==> src/rtl/gray_sync_decoder.sv <==
// Gray-code receive path: flop-chain synchronizer, Gray-to-binary, update strobe and
// optional illegal-step detection (compiled in with `define GRAY_STEP_CHECK_EN).
module gray_sync_decoder #(
    parameter int unsigned SIZE        = 4,
    parameter int unsigned SYNC_STAGES = 2
) (
    input  logic            clk_i,
    input  logic            srst_i,
    input  logic [SIZE-1:0] gray_i,
    input  logic            err_clr_i,
    output logic [SIZE-1:0] bin_o,
    output logic            bin_valid_o,
    output logic            changed_o,
    output logic            step_err_o
);

    localparam int unsigned CNT_W = $clog2(SYNC_STAGES + 2);
    localparam logic [CNT_W-1:0] FILL_MAX = CNT_W'(SYNC_STAGES + 1);

    logic [SYNC_STAGES-1:0][SIZE-1:0] r_sync;
    logic [SIZE-1:0]                  r_bin;
    logic [CNT_W-1:0]                 r_fill;
    logic                             r_valid;
    logic                             r_changed;

    logic [SIZE-1:0]  w_gray;
    logic [SIZE-1:0]  w_bin;
    logic [CNT_W-1:0] w_fill_nxt;
    logic             w_changed;

    // Plain flop chain; stage 0 is the metastability-capturing flop.
    always_ff @(posedge clk_i) begin
        if (srst_i) begin
            r_sync <= '0;
        end else begin
            r_sync <= {r_sync[SYNC_STAGES-2:0], gray_i};
        end
    end

    assign w_gray = r_sync[SYNC_STAGES-1];

    // Each binary bit is the XOR of all Gray bits at and above it.
    always_comb begin
        w_bin = '0;
        for (int unsigned k = 0; k < SIZE; k++) begin
            w_bin[k] = ^(w_gray >> k);
        end
    end

    assign w_fill_nxt = (r_fill == FILL_MAX) ? r_fill : r_fill + CNT_W'(1);
    assign w_changed  = r_valid && (w_bin != r_bin);

    always_ff @(posedge clk_i) begin
        if (srst_i) begin
            r_bin     <= '0;
            r_fill    <= '0;
            r_valid   <= 1'b0;
            r_changed <= 1'b0;
        end else begin
            r_bin     <= w_bin;
            r_fill    <= w_fill_nxt;
            r_valid   <= (w_fill_nxt == FILL_MAX);
            r_changed <= w_changed;
        end
    end

    assign bin_o       = r_bin;
    assign bin_valid_o = r_valid;
    assign changed_o   = r_changed;

`ifdef GRAY_STEP_CHECK_EN
    logic            r_step_err;
    logic [SIZE-1:0] w_delta;
    logic            w_step_bad;

    // Only +1 / -1 (mod 2^SIZE) moves are legal; a new error outranks a clear.
    assign w_delta    = w_bin - r_bin;
    assign w_step_bad = w_changed && (w_delta != SIZE'(1)) && (w_delta != '1);

    always_ff @(posedge clk_i) begin
        if (srst_i) begin
            r_step_err <= 1'b0;
        end else if (w_step_bad) begin
            r_step_err <= 1'b1;
        end else if (err_clr_i) begin
            r_step_err <= 1'b0;
        end
    end

    assign step_err_o = r_step_err;
`else
    logic w_unused_err_clr;

    assign w_unused_err_clr = err_clr_i;
    assign step_err_o       = 1'b0;
`endif

endmodule

==> config.mk <==
export PLATFORM = sky130hd
export DESIGN_NAME = gray_sync_decoder
export DESIGN_NICKNAME = d
export VERILOG_FILES = /design/src/rtl/gray_sync_decoder.sv
export SDC_FILE = /design/constraint.sdc
export NUM_CORES = 1
export LEC_CHECK = 0
export CORE_MARGIN = 2
export CORE_UTILIZATION = 35
export CTS_BUF_LIST = sky130_fd_sc_hd__clkbuf_8 sky130_fd_sc_hd__clkbuf_16
export DETAILED_ROUTE_END_ITERATION = 7
export SETUP_SLACK_MARGIN = 0.4
export SLEW_MARGIN = 40
export SYNTH_ARGS = -nofsm -noshare
export SYNTH_HDL_FRONTEND = slang
export SYNTH_SLANG_ARGS = --single-unit
==> constraint.sdc <==
create_clock -name clk_i -period 1.7 [get_ports clk_i]
set_input_delay 0.255 -clock clk_i [delete_from_list [all_inputs] [get_ports clk_i]]
set_output_delay 0.255 -clock clk_i [all_outputs]
set_load 0.01 [all_outputs]
==> impl_metrics.csv <==
group,metric,value,unit
die,start_util,37.1,%
grt,grt_overflow,0,
timing,grt_setup_unrepaired,"yes",
cts,clock_latency,0.24,ns
cts,cts_tree,"done",
grt,grt_pass1_vias,305,
routing,vias,353,
grt,grtUsageTotal,9.03,%
grt,use_met1,9.66,%
die,dieArea,1910,sq um
cts,clock-sinks,16,
yosys,ys_seq_area_share,58.0,%
timing,layout_setup_ws,0.418,ns
placed_design,dp_cells,78,
final_layout,mostFrequentLayoutCells,"dfxtp_1 (14), nor2b_1 (10), nor2_1 (7), dlygate4sd2_1 (6), clkdlybuf4s50_1 (5)",
cts,cts.path.max_buffers,2,
cts,htree_levels,1,
yosys,syn_area_per_cell,10.6,sq um
timing,final.period_utilization,75.4,%
cts,cts_root_buffer,"clkbuf_8",
cts,numCtsBuffers,3,
pwr,peakVddDrop,0.545,mV
worst_setup_path,critPathLaunchType,"flip-flop",
final_layout,antenna_cells,0,
worst_setup_path,crit_arrival,1.41,ns
timing,max_freq,780,MHz
final_layout,layout_commonest_cell,"dfxtp_1",
placed_design,pre_cts_ws,0.317,ns
worst_setup_path,required,1.83,ns
cts,clkSlewWorstSetupHoldPaths,0.06,ns
grt,busiest_layer,"met2",
die,die_h,43.7,um
die,pin_count,14,
yosys,syn-instance-count,52,
final_layout,final_core_util,50.6,%
pwr,total_power,0.814,mW
yosys,yosysWarnings,0,
timing,hold_ws,0.436,ns
placed_design,place_area,678,sq um
final_layout,nNetsFinal,76,
worst_setup_path,crit_path_end_kind,"flip-flop",
placed_design,gp_congestion,0.611,
final_layout,drive_above_1_share,16.2,%
timing,fin_tns_setup,0,ns
routing,drt_first_pass_iters,2,
routing,dr.first_iter.drc_count,1,
grt,grt_use_met2,13.8,%
final_layout,n_fill_cell,137,
yosys,syn_nets,59,
die,coreArea,1490,sq um
routing,drt-total-wl,706,um
job,maxCapViolations,0,
pwr,leakage,0.338,nW
timing,post-route-min-period,1.28,ns
routing,drc,0,
die,num_rows,14,
die,die_w,43.7,um
grt,antenna_found_initial,0,
min_path,hold_path_class,"flip-flop to flip-flop",
yosys,synth-seq-cells,16,
worst_setup_path,crit_type,"flip-flop to flip-flop",
grt,grt_pass1_wl,1.21,mm
grt,met3_usage,2.50,%
timing,drv_slew,0,
placed_design,port_buffers,11,
placed_design,dpl.hpwl,512,um
routing,wl_per_cell,8.40,um
final_layout,area_growth_syn_to_layout,36.5,%
final_layout,design_area,753,sq um
cts,hold_buffers,0,
worst_setup_path,critPathMaxFanout,2,
timing,clock_skew,0.00142,ns
yosys,netlist_area,552,sq um
timing,setup_viol_count_final,0,
pwr,p_per_area,1080,nW/um^2
run_status,status,"finished clean",
timing,hold_viol,0,
routing,via_per_inst,4.20,
grt,grt_max_degree,14,
final_layout,fin_cells,84,
routing,drtAntennaViolNets,0,
yosys,synth_cell_types,17,
final cells by class:
class                   count  area, sq um  area share [%]
repair buffers             14          125            16.6
multi-input cells          33          224            29.7
flip-flops and latches     16          325            43.2
well taps                  16         20.0            2.66
inverters                   1         3.75           0.498
clock buffers               4         55.1            7.31
layer usage:
layer,vias to the layer above,routed length (um)
met2,8,353
met4,0,12
met5,-,0
met1,154,303
li1,189,-
met3,2,37
flip-flops by register name, summed over array words and instances (netlist names):
| name | flops |
|---|---|
| w_gray | 4 |
| bin_o | 4 |
| r_sync | 4 |
| r_fill | 2 |
| bin_valid_o | 1 |
| changed_o | 1 |
cells in the mapped netlist (all sizes together):
cell | n | share of area (%)
xor2 | 3 | 4.8
nor2 | 7 | 4.8
inv | 1 | 0.68
a21oi | 2 | 1.8
buf | 1 | 1.4
nand2 | 2 | 1.4
nor2b | 10 | 11
and2b | 1 | 1.4
or2 | 1 | 1.1
xnor3 | 1 | 4.1
o2bb2ai | 1 | 1.6
clkbuf | 1 | 0.68
nand2b | 1 | 1.1
dfxtp | 16 | 58
xnor2 | 1 | 1.6
mux2i | 2 | 3.6
conb | 1 | 0.68
cells by family after synthesis:
logic type / Yosys count / share of synthesized area, %
xor gates and xnor gates: 5 / 10.4
other: 1 / 0.680
and+or+nand+nor: 22 / 21.1
AOI/OAI and AO/OA: 3 / 3.40
buffers and inverters: 3 / 2.72
DFF: 16 / 58.1
muxes: 2 / 3.63
worst max-delay path, stage by stage, from the launching register on:
cell and delay (ns):
dfxtp_4 0.34, xnor3_1 0.43, xor2_2 0.18, xor2_1 0.15, a21oi_1 0.07
power by group:
part | leakage, nW | internal (mW) | total [mW] | switching [mW]
clock network | 0.0288 | 0.205 | 0.320 | 0.115
logic | 0.176 | 0.0524 | 0.0869 | 0.0345
registers | 0.133 | 0.396 | 0.407 | 0.0107
what timing repair did:
item | CTS | global route
resized for setup | 10 | 0
hold endpoints to repair | 0 | 0
endpoints found under the setup margin | 7 | 1
pin swaps | 4 | 0
setup buffers | 2 | 0
final timing paths:
| check | from | to | slack, ns | depth (start not counted) |
|---|---|---|---|---|
| max | w_gray[3] | changed_o | 0.42 | 4 |
| min reg2reg | r_sync[2] | w_gray[2] | 0.44 | 1 |
| min | r_sync[2] | w_gray[2] | 0.44 | 1 |
| max reg2reg | w_gray[3] | changed_o | 0.42 | 4 |
Power figures use the tool's default switching activity.
